==> src/rtl/packet_injector_if.sv <==
//------------------------------------------------------------------------------
// Module      : packet_injector_if
// Description : Request, payload and router-side flit bundle for packet_injector.
// Revision    : 1.0 - initial release
//------------------------------------------------------------------------------
`default_nettype none

interface packet_injector_if #(
    parameter int TAM_FLIT = 16
);
    logic                i_req_valid;
    logic                o_req_ready;
    logic [1:0]          i_dest_x;
    logic [1:0]          i_dest_y;
    logic [7:0]          i_len;
    logic                i_data_valid;
    logic                o_data_ready;
    logic [TAM_FLIT-1:0] i_data;
    logic                o_tx;
    logic [TAM_FLIT-1:0] o_data_out;
    logic                i_credit;
    logic                o_busy;
    logic                o_pkt_sent;

    // master: request/payload source and router credit side
    modport master (
        output i_req_valid, i_dest_x, i_dest_y, i_len,
        output i_data_valid, i_data, i_credit,
        input  o_req_ready, o_data_ready, o_tx, o_data_out, o_busy, o_pkt_sent
    );

    // slave: the injector itself
    modport slave (
        input  i_req_valid, i_dest_x, i_dest_y, i_len,
        input  i_data_valid, i_data, i_credit,
        output o_req_ready, o_data_ready, o_tx, o_data_out, o_busy, o_pkt_sent
    );
endinterface

`default_nettype wire

==> src/rtl/packet_injector.sv <==
//------------------------------------------------------------------------------
// Module      : packet_injector
// Description : Local-port transmitter: header, size and payload flits under
//               credit-based flow control.
// Revision    : 1.0 - initial release
//------------------------------------------------------------------------------
`default_nettype none

module packet_injector #(
    parameter logic [15:0] ADDRESS  = 16'h0000,
    parameter int          TAM_FLIT = 16
) (
    input  wire logic        i_clk,
    input  wire logic        i_rst,
    packet_injector_if.slave bus
);

    typedef enum logic [2:0] {
        S_IDLE    = 3'd0,
        S_HEADER  = 3'd1,
        S_SIZE    = 3'd2,
        S_PAYLOAD = 3'd3,
        S_DONE    = 3'd4
    } state_t;

    state_t              r_state;
    state_t              w_state_nxt;
    logic                r_tx;
    logic                w_tx_nxt;
    logic [TAM_FLIT-1:0] r_data_out;
    logic [TAM_FLIT-1:0] w_data_out_nxt;
    logic [7:0]          r_len;
    logic [7:0]          w_len_nxt;
    logic [7:0]          r_remaining;
    logic [7:0]          w_remaining_nxt;
    logic [7:0]          r_loaded;
    logic [7:0]          w_loaded_nxt;

    logic                w_xfer;
    logic                w_data_ready;
    logic [TAM_FLIT-1:0] w_header;
    logic [TAM_FLIT-1:0] w_size_flit;

    assign w_xfer = r_tx & bus.i_credit;

    // A new word may be loaded while the register is empty or draining this edge.
    assign w_data_ready = (r_state == S_PAYLOAD) && bus.i_data_valid &&
                          (!r_tx || bus.i_credit) && (r_loaded < r_len);

    always_comb begin
        w_header        = '0;
        w_header[15:8]  = {bus.i_dest_x, bus.i_dest_y, ADDRESS[9:8], ADDRESS[1:0]};
        w_size_flit     = '0;
        w_size_flit[7:0] = r_len;
    end

    always_comb begin
        w_state_nxt     = r_state;
        w_tx_nxt        = r_tx;
        w_data_out_nxt  = r_data_out;
        w_len_nxt       = r_len;
        w_remaining_nxt = r_remaining;
        w_loaded_nxt    = r_loaded;
        case (r_state)
            S_IDLE: begin
                if (bus.i_req_valid) begin
                    w_len_nxt      = bus.i_len;
                    w_data_out_nxt = w_header;
                    w_tx_nxt       = 1'b1;
                    w_state_nxt    = S_HEADER;
                end
            end
            S_HEADER: begin
                if (w_xfer) begin
                    w_data_out_nxt = w_size_flit;
                    w_state_nxt    = S_SIZE;
                end
            end
            S_SIZE: begin
                if (w_xfer) begin
                    w_tx_nxt        = 1'b0;
                    w_remaining_nxt = r_len;
                    w_loaded_nxt    = 8'd0;
                    w_state_nxt     = (r_len == 8'd0) ? S_DONE : S_PAYLOAD;
                end
            end
            S_PAYLOAD: begin
                if (w_xfer) begin
                    w_remaining_nxt = r_remaining - 8'd1;
                end
                if (w_xfer && (r_remaining == 8'd1)) begin
                    w_tx_nxt    = 1'b0;
                    w_state_nxt = S_DONE;
                end else if (w_data_ready) begin
                    w_data_out_nxt = bus.i_data;
                    w_tx_nxt       = 1'b1;
                    w_loaded_nxt   = r_loaded + 8'd1;
                end else if (w_xfer) begin
                    w_tx_nxt = 1'b0;
                end
            end
            S_DONE: begin
                w_state_nxt = S_IDLE;
            end
            default: begin
                w_state_nxt = S_IDLE;
                w_tx_nxt    = 1'b0;
            end
        endcase
    end

    always_ff @(posedge i_clk) begin
        if (i_rst) begin
            r_state     <= S_IDLE;
            r_tx        <= 1'b0;
            r_data_out  <= '0;
            r_len       <= 8'd0;
            r_remaining <= 8'd0;
            r_loaded    <= 8'd0;
        end else begin
            r_state     <= w_state_nxt;
            r_tx        <= w_tx_nxt;
            r_data_out  <= w_data_out_nxt;
            r_len       <= w_len_nxt;
            r_remaining <= w_remaining_nxt;
            r_loaded    <= w_loaded_nxt;
        end
    end

    assign bus.o_tx         = r_tx;
    assign bus.o_data_out   = r_data_out;
    assign bus.o_data_ready = w_data_ready;
    assign bus.o_req_ready  = (r_state == S_IDLE);
    assign bus.o_busy       = (r_state != S_IDLE);
    assign bus.o_pkt_sent   = (r_state == S_DONE);

endmodule

`default_nettype wire
==> src/flat_wrapper.sv <==
// flat-port wrapper written by rule: the top's interface ports become plain ports
module packet_injector_flat 
#(
    parameter logic [15:0] ADDRESS  = 16'h0000,
    parameter int          TAM_FLIT = 16
)
  (i_clk, i_rst, bus_i_req_valid, bus_i_dest_x, bus_i_dest_y, bus_i_len, bus_i_data_valid, bus_i_data, bus_i_credit, bus_o_req_ready, bus_o_data_ready, bus_o_tx, bus_o_data_out, bus_o_busy, bus_o_pkt_sent);
  packet_injector_if #(.TAM_FLIT(TAM_FLIT)) bus_i ();
  input  wire logic i_clk;
  input  wire logic i_rst;
  input wire logic [$bits(bus_i.i_req_valid)-1:0] bus_i_req_valid;
  input wire logic [$bits(bus_i.i_dest_x)-1:0] bus_i_dest_x;
  input wire logic [$bits(bus_i.i_dest_y)-1:0] bus_i_dest_y;
  input wire logic [$bits(bus_i.i_len)-1:0] bus_i_len;
  input wire logic [$bits(bus_i.i_data_valid)-1:0] bus_i_data_valid;
  input wire logic [$bits(bus_i.i_data)-1:0] bus_i_data;
  input wire logic [$bits(bus_i.i_credit)-1:0] bus_i_credit;
  output wire logic [$bits(bus_i.o_req_ready)-1:0] bus_o_req_ready;
  output wire logic [$bits(bus_i.o_data_ready)-1:0] bus_o_data_ready;
  output wire logic [$bits(bus_i.o_tx)-1:0] bus_o_tx;
  output wire logic [$bits(bus_i.o_data_out)-1:0] bus_o_data_out;
  output wire logic [$bits(bus_i.o_busy)-1:0] bus_o_busy;
  output wire logic [$bits(bus_i.o_pkt_sent)-1:0] bus_o_pkt_sent;
  assign bus_i.i_req_valid = bus_i_req_valid;
  assign bus_i.i_dest_x = bus_i_dest_x;
  assign bus_i.i_dest_y = bus_i_dest_y;
  assign bus_i.i_len = bus_i_len;
  assign bus_i.i_data_valid = bus_i_data_valid;
  assign bus_i.i_data = bus_i_data;
  assign bus_i.i_credit = bus_i_credit;
  assign bus_o_req_ready = bus_i.o_req_ready;
  assign bus_o_data_ready = bus_i.o_data_ready;
  assign bus_o_tx = bus_i.o_tx;
  assign bus_o_data_out = bus_i.o_data_out;
  assign bus_o_busy = bus_i.o_busy;
  assign bus_o_pkt_sent = bus_i.o_pkt_sent;
  packet_injector #(.ADDRESS(ADDRESS), .TAM_FLIT(TAM_FLIT)) u_core (.i_clk(i_clk), .i_rst(i_rst), .bus(bus_i));
endmodule
==> config.mk <==
export PLATFORM = sky130hd
export DESIGN_NAME = packet_injector_flat
export DESIGN_NICKNAME = d
export VERILOG_FILES = /design/src/rtl/packet_injector_if.sv /design/src/rtl/packet_injector.sv /design/src/flat_wrapper.sv
export SDC_FILE = /design/constraint.sdc
export NUM_CORES = 1
export LEC_CHECK = 0
export CELL_PAD_IN_SITES_DETAIL_PLACEMENT = 0
export CELL_PAD_IN_SITES_GLOBAL_PLACEMENT = 1
export CORE_UTILIZATION = 40
export DETAILED_ROUTE_END_ITERATION = 10
export GPL_TIMING_DRIVEN = 0
export PLACE_DENSITY_LB_ADDON = 0.1
export SYNTH_ARGS = -nofsm -noshare
export SYNTH_HDL_FRONTEND = slang
export SYNTH_SLANG_ARGS = --single-unit
==> constraint.sdc <==
create_clock -name i_clk -period 3.6 [get_ports i_clk]
set_clock_uncertainty 0.2 [all_clocks]
set_input_delay 0.54 -clock i_clk [delete_from_list [all_inputs] [get_ports i_clk]]
set_output_delay 0.54 -clock i_clk [all_outputs]
set_load 0.02 [all_outputs]
== Word level (Yosys, flattened, before mapping) ==
Index checks and enable logic that the tools add are counted.

* Mux-type cells: 23
* Equal/unequal tests: 12
* Add/subtract/negate cells: 2
* Bitwise logic cells: 2
* Reduce and logical (&&, ||, !) cells: 18
* Magnitude comparators: 1

{| class="wikitable"
|+ Operator list
! operator !! number
|-
| $mux 16 || 4
|-
| $pmux 16 s3 || 1
|-
| $mux 8 || 5
|-
| $pmux 8 s2 || 2
|-
| $mux 3 || 5
|-
| $pmux 3 s4 || 1
|-
| $add 8x1->8 const B || 1
|-
| $eq 8x1->1 const B || 1
|-
| $logic_not 8->1 || 1
|-
| $lt 8x8->1 || 1
|-
| $ne 2x2->1 const B || 4
|-
| $reduce_and 4->1 || 2
|-
| $sub 8x1->8 const B || 1
|-
| $eq 3x2->1 const B || 2
|-
| $ne 2x1->1 const B || 3
|-
| $reduce_bool 3->1 || 2
|-
| $reduce_and 5->1 || 1
|-
| $logic_and 1x1->1 || 4
|-
| $mux 1 || 4
|-
| $pmux 1 s4 || 1
|-
| $reduce_and 2->1 || 2
|-
| $eq 3x1->1 const B || 1
|-
| $eq 3x3->1 const B || 1
|-
| $logic_not 3->1 || 1
|-
| 7 further kinds || 7
|}

* Input port bits: 33
* Register bits after elaboration: 44
* Word-level logic and storage cells: 64
* Output and inout bits: 21

== Longest topological paths before layout ==
* Depth in word-level cells: 7
* Gate-level depth with buffers: 8
* Gate-level depth less buffers: 8

== Worst setup path after synthesis ==
OpenSTA, ideal clock, no wires.

* Kind: register to register
* From: register u_core.r_len[2]
* To: register u_core.r_loaded[1]
* Required time: 3.279 ns
* Period minus slack after synthesis: 2.363 ns
* Setup slack: 1.237 ns
* Setup time: 0.121 ns
* Cell stages (with the launch flop): 9
* Arrival: 2.042 ns
* Path buffers: 0
* Cell sequence: dfxtp_1 > inv_1 > ha_1 > a211oi_1 > o21ai_1 > a211o_1 > inv_1 > nand2_1 > mux2_2

* Cells in the longest elaborated chain, start to end: 4

{| class="wikitable"
|+ RTL lines
! item !! line !! text
|-
| from (decl) || packet_injector.sv:32 || <nowiki>logic [7:0] r_len;</nowiki>
|-
| from (signal assigned) || packet_injector.sv:124 || <nowiki>r_len <= w_len_nxt;</nowiki>
|-
| $lt 8x8->1 || packet_injector.sv:48 || <nowiki>(!r_tx || bus.i_credit) && (r_loaded < r_len);</nowiki>
|-
| $logic_and 1x1->1 || packet_injector.sv:48 ||
|-
| named net bus_o_data_ready || flat_wrapper.sv:19 || <nowiki>output wire logic [$bits(bus_i.o_data_ready)-1:0] bus_o_data_ready;</nowiki>
|-
| $ne 2x2->1 (no source line) || -- ||
|-
| $reduce_and 4->1 (no source line) || -- ||
|-
| to (signal assigned) || packet_injector.sv:126 || <nowiki>r_loaded <= w_loaded_nxt;</nowiki>
|-
| to (decl) || packet_injector.sv:36 || <nowiki>logic [7:0] r_loaded;</nowiki>
|}

The timed path passes the listed nets, and every way through them passes these cells.
A chain may end at the register's enable or synchronous reset.

== Worst setup path in the final report ==
* From: input bus_i_credit
* To: output bus_o_data_ready

* Cells in the longest elaborated chain, start to end: 3

{| class="wikitable"
|+ RTL lines
! item !! line !! text
|-
| from (decl) || flat_wrapper.sv:17 || <nowiki>input wire logic [$bits(bus_i.i_credit)-1:0] bus_i_credit;</nowiki>
|-
| $logic_or 1x1->1 || packet_injector.sv:48 ||
|-
| $logic_and 1x1->1 || packet_injector.sv:47 || <nowiki>assign w_data_ready = (r_state == S_PAYLOAD) && bus.i_data_valid &&</nowiki>
|-
| $logic_and 1x1->1 || packet_injector.sv:48 ||
|-
| to (decl) || flat_wrapper.sv:19 ||
|}

Every way passes these cells.

==> results.md <==
* CP Launch Type: primary input
* Reg clk slew, reported paths at 0.08 ns
* CP Data Arrival Time at 2.70 ns
* Critical path class: primary input to primary output
* Final period utilization at 95.5%
* WL final at 7090 um
* Most frequent CP cell: clkdlybuf4s50_1
* Fin Setup TNS at 0 ns
* Gr usage total at 22.4%
* Die H at 82.0 um
* DRT Pass-1 Iters at 4
* Reg2reg setup slack at 0.93 ns
* Worst setup slack after layout at 0.161 ns
* Setup WS pre-CTS at 0.173 ns
* Layout Nets at 422
* Internal power at 0.820 mW
* GP Congestion at 0.856
* Fmax at 0.291 GHz
* Violation count after the first detailed-route iteration at 116
* Sw frac at 34.0%
* Final hold slack at 0.275 ns
* Drt drc at 0
* CP delay by family, top: buffers and inverters
* Overflow after GRT at 0
* Final Hold Viols at 0
* Row count at 28
* RSZ-0062 raised after global routing: false
* Power Density at 381 nW/um^2
* Post-Place Cells at 447
* Crit-path slowest cell: clkdlybuf4s50_1
* Number of diodes at 0
* P&R area growth vs syn at 27.4%
* Crit Path Max Fanout at 9
* Max incr delay on CP at 0.62 ns
* Largest net degree at the start of global routing at 13
* Fillers at 620
* Tmin final at 3.44 ns
* Fin. max-slew vios at 0
* Worst hold-check path type: register to register
* Num CTS Buffers at 5
* Worst rel slew slack at 24.0%
* Run status: finished, final reports clean
* Critical path depth at 6
* H-Tree Depth at 2
* Mapped Area at 2560 um^2
* Core Region at 6060 um^2
* Starting Density at 42.3%
* CP cell instances: clkdlybuf4s50_1, nand2b_1, o2111ai_1, a211o_1, inv_1, clkdlybuf4s50_1
* Critical path required time at 2.86 ns
* Width of the chip at 82.0 um
* Initial antenna violation count at 0
* Crit. End Element: primary output
* Post-route ant nets at 0
* Post-CTS Hold Fix Bufs at 0
* First-pass GRT wire length at 11,300 um
* Final Setup Violations at 0
* Flop pwr share at 43.8%
* Final instance area at 3260 um^2
* Sw Pwr at 0.423 mW
* Leakage at 1.21 nW
* Cells after Synth at 319
* Top_reg_cell synth: dfxtp_1
* FF+latch area at 881 um^2
* RR Endpoint: u_core.r_loaded[1]$_SDFFE_PP0P_
* Io pins at 54
* Max-Cap Viols at 0
* Post-synth EDFFs at 0
* Area occupied by multi-input gates at 1530 um^2
* Worst skew pair latency at 0.30 ns
* Yosys reg bits at 44
* CTS Buffer Depth at 2
* Die area at 6730 um^2
* Clk sink count at 44
* VDD IR max at 0.207 mV
* CP Buf/Inv Count at 3
* Async SR Flop Fraction at 0%
* Syn avg cell area at 8.03 um^2
* Routed wire length per instance at 15.6 um
* Clock power frac at 24.4%
* Area after DPL at 3190 um^2
* Resize count post-CTS at 0
* Routed vias at 2,449
* Critical path endpoint: bus_o_data_ready
* RR Startpoint: u_core.r_len[7]$_SDFFE_PP0P_
* Post-CTS setup buffers at 0
* Layout Cells excl Fill at 454
* TritonCTS clock tree: done
* IO buf count at 53
* Final total power at 1.24 mW
* Dpl hpwl at 5310 um
* Final core utilization at 53.9%
* Root Driver: clkbuf_8
* Post-synthesis sequential area ratio at 34.4%
* Worst Max-Slew Pin Slew at 1.13 ns
* Gate power share at 31.8%
* Net count after synthesis at 362
* Critical path origin: bus_i_credit
* Via/cell ratio at 5.39
* Vias in the first global route at 2,245
* Layout cells sized above 1 at 5.01%
* Worst R2R Path Depth at 8
* Count of cell types in the netlist at 53
* Ys Warns at 0
final cells by class:
| cell class | instances | share of cell area, % |
|---|---|---|
| Inverter | 17 | 1.95 |
| Clock buffer | 6 | 2.22 |
| Tap cell | 75 | 2.87 |
| Timing Repair Buffer | 53 | 16.3 |
| Sequential cell | 44 | 27.0 |
| Multi-Input combinational cell | 241 | 47.0 |
| Clock inverter | 1 | 0.153 |
| Buffer | 17 | 2.57 |
layer usage:
layer	global-route usage, %	vias to the layer above	wire length (um)
met1	30.7	1134	3480
met4	5.79	0	76
met5	0	-	0
met3	4.56	8	338
li1	-	1250	-
met2	35.5	57	3190
state kept, by name, indices dropped and copies added (netlist names):
name	flops
u_core.bus.o_data_out	16
u_core.r_loaded	8
u_core.bus.o_tx	1
u_core.r_remaining	8
u_core.r_state	3
u_core.r_len	8
tightest hold or removal path, cell delays in order, from the launching register on:
cell     delay, ns
dfxtp_1       0.33
nand2_1       0.06
a21oi_1       0.05
layout by cell type, fill, tap and decap left out, types with 3 or more instances in the layout:
cell,synthesis,routed
clkdlybuf4s50_1,0,53
nand2_1,52,52
dfxtp_1,44,44
a21oi_1,26,26
nor2_1,22,22
nand2b_1,18,18
inv_1,17,17
clkbuf_1,13,14
o21ai_0,13,13
mux2i_1,12,12
ha_1,10,10
a211oi_1,7,7
nor3_1,6,6
nor2b_1,6,6
a211o_1,5,5
o31ai_1,5,5
clkbuf_8,0,5
nand3_1,4,4
o2bb2ai_1,4,4
or4_1,4,4
and3_1,3,3
nor4_1,3,3
mux2_2,3,3
a32o_1,3,3
power by group through the flow:
stage | clock [mW] | combinational (mW) | sequential (mW)
after global routing | 0.329 | 0.437 | 0.550
after global placement | 0 | 0.395 | 0.554
after detailed placement | 0 | 0.394 | 0.556
after CTS | 0.311 | 0.398 | 0.545
final | 0.303 | 0.396 | 0.545
after floorplan | 0 | 0.237 | 0.566
kinds of logic after synthesis:
family                     after synthesis  share of synthesized area [%]
muxes                                   15                           6.01
buffers and inverters                   34                           5.76
xor gates and xnor gates                 2                          0.684
adders and majority gates               10                           4.88
AOI/OAI and AO/OA                       79                           21.4
DFF                                     44                           34.4
and+or+nand+nor                        135                           26.9
how the worst min path moves through the flow:
| stage | cells past startpoint | startpoint | slack [ns] | to |
|---|---|---|---|---|
| final | 2 | u_core.r_len[6]$_SDFFE_PP0P_ | 0.27 | u_core.r_len[6]$_SDFFE_PP0P_ |
| after global routing | 2 | u_core.bus.o_data_out[2]$_SDFFE_PP0P_ | 0.30 | u_core.bus.o_data_out[2]$_SDFFE_PP0P_ |
| after CTS | 2 | u_core.r_len[5]$_SDFFE_PP0P_ | 0.28 | u_core.r_len[5]$_SDFFE_PP0P_ |
| after detailed placement | 2 | u_core.r_len[5]$_SDFFE_PP0P_ | 0.27 | u_core.r_len[5]$_SDFFE_PP0P_ |
| after global placement | 2 | u_core.r_len[1]$_SDFFE_PP0P_ | 0.26 | u_core.r_len[1]$_SDFFE_PP0P_ |
| after floorplan | 2 | u_core.r_len[6]$_SDFFE_PP0P_ | 0.25 | u_core.r_len[6]$_SDFFE_PP0P_ |
synth_stat cells, types with 3 or more instances:
cell type / instances / area (um^2)
a21oi_1: 26 / 130
nand2_1: 52 / 195
nor3_1: 6 / 30.0
nor2b_1: 6 / 37.5
a32o_1: 3 / 30.0
clkbuf_1: 13 / 48.8
a211o_1: 5 / 43.8
o21ai_0: 13 / 65.1
dfxtp_1: 44 / 881
nand2b_1: 18 / 113
o31ai_1: 5 / 37.5
nor2_1: 22 / 82.6
nor4_1: 3 / 18.8
a211oi_1: 7 / 52.6
nand3_1: 4 / 20.0
mux2_2: 3 / 33.8
o2bb2ai_1: 4 / 35.0
or4_1: 4 / 30.0
ha_1: 10 / 125
mux2i_1: 12 / 120
inv_1: 17 / 63.8
and3_1: 3 / 18.8
Note: power is estimated with default switching activity, not from simulation.
